`src/rtl/ramb4_s2_arb.sv`:
```
// ============================================================================
//  Module   : ramb4_s2_arb
//  Purpose  : Two-requester round-robin front end for a single-port 2-bit RAM,
//             with a full-memory clear sweep.
//  Revision : 1.0  initial release
// ============================================================================
`default_nettype none

module ramb4_s2_arb #(
    parameter int                ADDR_W    = 11,
    parameter int                DATA_W    = 2,
    parameter logic [DATA_W-1:0] CLR_VALUE = '0
) (
    input  logic              clk,
    input  logic              rst_n,
    input  logic              req_a,
    input  logic              req_b,
    input  logic              we_a,
    input  logic              we_b,
    input  logic [ADDR_W-1:0] addr_a,
    input  logic [ADDR_W-1:0] addr_b,
    input  logic [DATA_W-1:0] di_a,
    input  logic [DATA_W-1:0] di_b,
    output logic              gnt_a,
    output logic              gnt_b,
    output logic              rvalid_a,
    output logic              rvalid_b,
    output logic [DATA_W-1:0] rdata_a,
    output logic [DATA_W-1:0] rdata_b,
    input  logic              clr_start,
    output logic              busy,
    output logic              clr_done,
    output logic              ram_en,
    output logic              ram_we,
    output logic              ram_rst,
    output logic [ADDR_W-1:0] ram_addr,
    output logic [DATA_W-1:0] ram_di,
    input  logic [DATA_W-1:0] ram_do
);

    typedef enum logic {
        IDLE  = 1'b0,
        CLEAR = 1'b1
    } state_t;

    localparam logic [ADDR_W-1:0] CNT_MAX = '1;

    state_t              state, state_nxt;
    logic [ADDR_W-1:0]   cnt, cnt_nxt;
    logic                last_b;
    logic                active;
    logic                pend_a, pend_b;
    logic [DATA_W-1:0]   hold_a, hold_b;

    assign ram_rst = 1'b0;

    // Read data is passed straight from the RAM in the valid cycle and
    // captured so it remains visible afterwards.
    assign rvalid_a = pend_a;
    assign rvalid_b = pend_b;
    assign rdata_a  = pend_a ? ram_do : hold_a;
    assign rdata_b  = pend_b ? ram_do : hold_b;

    always_comb begin
        state_nxt = state;
        cnt_nxt   = cnt;
        gnt_a     = 1'b0;
        gnt_b     = 1'b0;
        ram_en    = 1'b0;
        ram_we    = 1'b0;
        ram_addr  = '0;
        ram_di    = '0;
        busy      = 1'b0;
        clr_done  = 1'b0;
        // 'active' keeps every output quiet until the first edge after reset.
        if (active) begin
            case (state)
                IDLE: begin
                    if (req_a && (!req_b || last_b)) begin
                        gnt_a = 1'b1;
                    end else if (req_b) begin
                        gnt_b = 1'b1;
                    end
                    if (gnt_a) begin
                        ram_en   = 1'b1;
                        ram_we   = we_a;
                        ram_addr = addr_a;
                        ram_di   = di_a;
                    end else if (gnt_b) begin
                        ram_en   = 1'b1;
                        ram_we   = we_b;
                        ram_addr = addr_b;
                        ram_di   = di_b;
                    end
                    if (clr_start) begin
                        state_nxt = CLEAR;
                        cnt_nxt   = '0;
                    end
                end
                CLEAR: begin
                    busy     = 1'b1;
                    ram_en   = 1'b1;
                    ram_we   = 1'b1;
                    ram_addr = cnt;
                    ram_di   = CLR_VALUE;
                    if (cnt == CNT_MAX) begin
                        clr_done  = 1'b1;
                        state_nxt = IDLE;
                        cnt_nxt   = '0;
                    end else begin
                        cnt_nxt = cnt + ADDR_W'(1);
                    end
                end
                default: state_nxt = IDLE;
            endcase
        end
    end

    always_ff @(posedge clk or negedge rst_n) begin
        if (!rst_n) begin
            state  <= IDLE;
            cnt    <= '0;
            last_b <= 1'b1;
            active <= 1'b0;
            pend_a <= 1'b0;
            pend_b <= 1'b0;
            hold_a <= '0;
            hold_b <= '0;
        end else begin
            active <= 1'b1;
            state  <= state_nxt;
            cnt    <= cnt_nxt;
            if (gnt_a) begin
                last_b <= 1'b0;
            end else if (gnt_b) begin
                last_b <= 1'b1;
            end
            pend_a <= gnt_a && !we_a;
            pend_b <= gnt_b && !we_b;
            if (pend_a) begin
                hold_a <= ram_do;
            end
            if (pend_b) begin
                hold_b <= ram_do;
            end
        end
    end

endmodule

`default_nettype wire

```
`config.mk`:
```
export PLATFORM = sky130hd
export DESIGN_NAME = ramb4_s2_arb
export DESIGN_NICKNAME = d
export VERILOG_FILES = /design/src/rtl/ramb4_s2_arb.sv
export SDC_FILE = /design/constraint.sdc
export NUM_CORES = 1
export LEC_CHECK = 0
export ABC_AREA = 1
export CAP_MARGIN = 20
export CORE_ASPECT_RATIO = 1.1
export CORE_MARGIN = 2
export CORE_UTILIZATION = 42
export CTS_CLUSTER_DIAMETER = 30
export DETAILED_ROUTE_END_ITERATION = 6
export PLACE_DENSITY = 0.82
export SLEW_MARGIN = 10
export SYNTH_ARGS = -nofsm -noshare
export SYNTH_HDL_FRONTEND = slang
export SYNTH_SLANG_ARGS = --single-unit
```
`constraint.sdc`:
```
create_clock -name clk -period 2.1 [get_ports clk]
set_clock_uncertainty 0.05 [all_clocks]
set_input_delay 0.42 -clock clk [delete_from_list [all_inputs] [get_ports clk]]
set_output_delay 0.42 -clock clk [all_outputs]
set_load 0.02 [all_outputs]
```
### Word level (Yosys, flattened, before mapping)

Index checks and enable logic that the tools add are counted.

| storage, ports and cells | value |
|---|---|
| word-level logic and storage cells | 63 |
| register bits | 20 |
| bits of input ports | 35 |

| cells by class | value |
|---|---|
| reduce and logical (&&, ||, !) cells | 9 |
| bitwise operators | 1 |
| add/subtract/negate cells | 1 |
| eq/ne operators | 2 |
| multiplexer cells | 42 |

Operators with widths:

| operator | number |
|---|---|
| two-way mux 11 bit | 5 |
| one-hot mux 11 bit (2 select lines) | 2 |
| two-way mux 1 bit | 26 |
| adder 11 x 1 -> 11 bit, second input constant | 1 |
| == test 11 bit, second input constant | 1 |
| two-way mux 2 bit | 5 |
| one-hot mux 1 bit (2 select lines) | 3 |
| one-hot mux 2 bit (2 select lines) | 1 |
| logical AND 1 bit | 3 |
| logical NOT 1 bit | 3 |
| != test 2 bit, second input constant | 1 |
| AND reduction 2 bit | 1 |
| nonzero test 2 bit | 1 |
| logical OR 1 bit | 1 |
| NOT 1 bit | 1 |

### Longest topological paths before layout

| depth | value |
|---|---|
| depth after elaboration | 10 |
| mapped depth | 8 |
| mapped depth without buffers | 8 |

### Worst setup path before layout

No wires, ideal clock.

| timing path | value |
|---|---|
| kind | register to output |
| start point | reg last_b |
| end point | out ram_addr[1] |
| slack | 0.377 ns |
| arrival time | 1.253 ns |
| stages on the path, launching flop included | 8 |
| cells stage by stage | dfstp_2 -> inv_1 -> a21oi_2 -> buf_2 -> nand2_1 -> nand3_1 -> nand2_1 -> inv_1 |

| on the way | value |
|---|---|
| cells in the longest elaborated chain, start to end | 9 |

RTL lines:

| what | line | text |
|---|---|---|
| start, declared | 50 | `logic last_b;` |
| start signal, assigned | 123 | `last_b <= 1'b1;` |
| start signal, assigned | 134 | `last_b <= 1'b0;` |
| start signal, assigned | 136 | `last_b <= 1'b1;` |
| logical OR 1 bit (*) | 79 | `if (req_a && (!req_b \|\| last_b)) begin` |
| logical AND 1 bit (*) | 79 |  |
| two-way mux 1 bit | 79 |  |
| two-way mux 1 bit | 77 | `case (state)` |
| two-way mux 1 bit | 76 | `if (active) begin` |
| two-way mux 11 bit | 89 | `end else if (gnt_b) begin` |
| two-way mux 11 bit (*) | 84 | `if (gnt_a) begin` |
| one-hot mux 11 bit (2 select lines) (*) | 77 |  |
| two-way mux 11 bit (*) | 76 |  |
| end, declared | 36 | `output logic [ADDR_W-1:0] ram_addr,` |

Mark *: on every way between the ends. The rest lies on a longest branch, timed or not. The select of a mux whose other input is x is not followed.

### Final worst setup path

Same ends and word-level chain as after synthesis.

==> results_dict.tcl <==
set metrics [dict create \
    status "finished, violations left" \
    violations "setup timing" \
    die_w_um 58.2 \
    setup_slack_ns -0.0793 \
    dpl-instance-area_mm2 0.00210 \
    clock_latency_ns 0.31 \
    synth_most_common_cell "nand2_1" \
    portBuffers 59 \
    dieHeight_um 63.6 \
    synth_top_area_share 0.351 \
    fillCellCount 224 \
    grt.total_usage 0.219 \
    area.sequential_um2 502 \
    postCtsHoldBufs 0 \
    yosys_most_used_dff "dfrtp_1" \
    synth_seq_area_share 0.370 \
    ys_seq_elements 20 \
    avgViaCountPerCell 4.86 \
    die_area_mm2 0.00370 \
    setup_viol 8 \
    detail_route.wl_per_cell_um 12.3 \
    drt-initial-drc-count 63 \
    synth_area_mm2 0.00136 \
    root_buffer "clkbuf_4" \
    drive_above_1_share 0.303 \
    synthTopCellsByArea "dfrtp_1, nand2_1, inv_1" \
    worst-setup-path-type "reg -> out" \
    cp.required_ns 1.63 \
    synth_nets 241 \
    start_util 0.441 \
    rrSetupSlack_ns 0.69 \
    multi_input_area_um2 759 \
    pre_cts_slack_ns -0.563 \
    synth-edff-count 0 \
    dpl.hpwl_um 2950 \
    rsz0062_at_grt "yes" \
    ys.warnings.count 0 \
    slowest_delay_ns 0.54 \
    drtPass1Iterations 4 \
    end_kind "output port" \
    crit_path_frequent_cell "buf_6" \
    core_area_mm2 0.00307 \
    worstPathArrival_ns 1.71 \
    final_hold_viol_count 0 \
    cts_buffers 3 \
    grt_pass1_vias 1574 \
    gp_congestion 0.780 \
    drc 0 \
    cp_cell_sequence "inv_2, a21oi_4, nor2_4, buf_6, buf_6, nand2_2, nand3_2, nand2_2, inv_2, buf_6" \
    fin_setup_tns_ns -0.330 \
    fin_area_mm2 0.00227 \
    syn_inst 205 \
    wl_um 3980 \
    route.met3.wl_um 226 \
    peakVddDrop_v 0.000560 \
    antenna_left 0 \
    synth_top_area_cell "dfrtp_1" \
    fmax_mhz 459 \
    path_buf_inv 5 \
    ys_async_sr_fraction 1.00 \
    yosys-top-cells-count "nand2_1, inv_1, nor2_1" \
    leakagePower_nw 1.22 \
    route.met2.wl_um 2130 \
    cellPowerDensity_mw_per_mm2 591 \
    report.final.slew_viol_count 0 \
    fin_nets 327 \
    cts.sinks 20 \
    holdWs_ns 0.383 \
    grt_first_pass_wirelength_um 6430 \
    cp_max_fo 5 \
    path_clk_slew_ns 0.12 \
    top_layer_used "met4" \
    cap_violations 0 \
    rows 21 \
    hold_path.class "in -> async" \
    cts_tree "done" \
    syn_avg_cell_area_um2 6.62 \
    design.portCount 61 \
    synthDistinctLibCells 26 \
    cpMaxStageDelayCell "dfstp_2" \
    htreeDepth 1 \
    p_total_w 0.00134 \
    clk_path_buf_depth 2 \
    period_share 1.04 \
    area_delta_synth_final_pct 67.3 \
    critPathTopFamily "flip-flops" \
    grt_overflow 0 \
    wirelength_met1_um 1600 \
    n_antenna_cell 0 \
    dr_total_vias 1576 \
    cp-start-kind "flip-flop" \
    finalCriticalPeriod_ns 2.18 \
    antenna_found_initial 0 \
    grt_max_degree 21 \
]
-- stage by stage --
stage	std cells	util
final	324	0.738
after CTS	322	0.713
after global placement	311	0.683
after global routing	324	0.738
after floorplan	205	-
after detailed placement	311	0.683
-- final cells by class --
type	count	area share
Clock buffer	4	0.0160
Inverter	33	0.0546
Multi-Input combinational cell	145	0.335
Sequential cell	20	0.221
Tap cell	34	0.0187
Timing Repair Buffer	88	0.355
-- worst paths after layout --
kind / startpoint / end / cells after the start
setup reg to reg: last_b / last_b / 7
max in group asynchronous: rst_n / last_b / 2
hold / removal: rst_n / cnt[2] / 2
min in group clk: hold_a[0] / hold_a[0] / 1
hold reg to reg: hold_a[0] / hold_a[0] / 1
setup / recovery: last_b / ram_addr[1] / 10
-- repair_timing --
action,4_1_cts,5_1_grt
pin swaps,2,1
setup buffers,6,2
cloned,1,0
gates resized for setup,107,28
endpoints found under the setup margin,23,18
-- layout by cell type (no fill, tap or decap), types with 2 or more instances in the layout --
cell / count
xor2_1: 3
nand4_1: 3
dfrtp_1: 19
clkbuf_4: 3
inv_2: 8
buf_2: 4
mux2_2: 4
a21oi_1: 11
nand2_1: 57
nor2_2: 3
buf_6: 17
buf_4: 25
nand3_1: 12
dlygate4sd2_1: 7
nor2_1: 21
o21ai_0: 3
clkdlybuf4s50_1: 34
nand2_2: 10
inv_1: 25
conb_1: 2
nand2_4: 3
nand3_2: 6
o22ai_1: 2
-- cells by family (layout without fill, tap and decap cells) --
| logic type | Yosys count | count (layout) | synth area share |
|---|---|---|---|
| fa+ha+maj | 1 | 1 | 0.00922 |
| simple gates | 116 | 116 | 0.365 |
| compound gates | 19 | 19 | 0.0756 |
| buf+inv | 40 | 125 | 0.122 |
| xor+xnor | 3 | 3 | 0.0194 |
| flops | 20 | 20 | 0.370 |
| other cells | 2 | 2 | 0.00554 |
| mux | 4 | 4 | 0.0332 |
-- routing by layer --
metal | global-route usage | up-vias
met1 | 0.255 | 730
met4 | 0.0291 | 0
met2 | 0.401 | 52
li1 | - | 792
met5 | 0 | -
met3 | 0.0595 | 2
-- power breakdown --
group	switching [W]	total, W	internal, W
registers	0.0000375	0.000482	0.000444
clock network	0.000123	0.000228	0.000106
logic	0.000325	0.000630	0.000305
-- state kept, by name (all words and copies together) (netlist names) --
| name | count |
|---|---|
| hold_a | 2 |
| active | 1 |
| rvalid_a | 1 |
| state | 1 |
| hold_b | 2 |
| last_b | 1 |
| cnt | 11 |
| rvalid_b | 1 |
No activity file was read; power rests on OpenSTA's default activity.
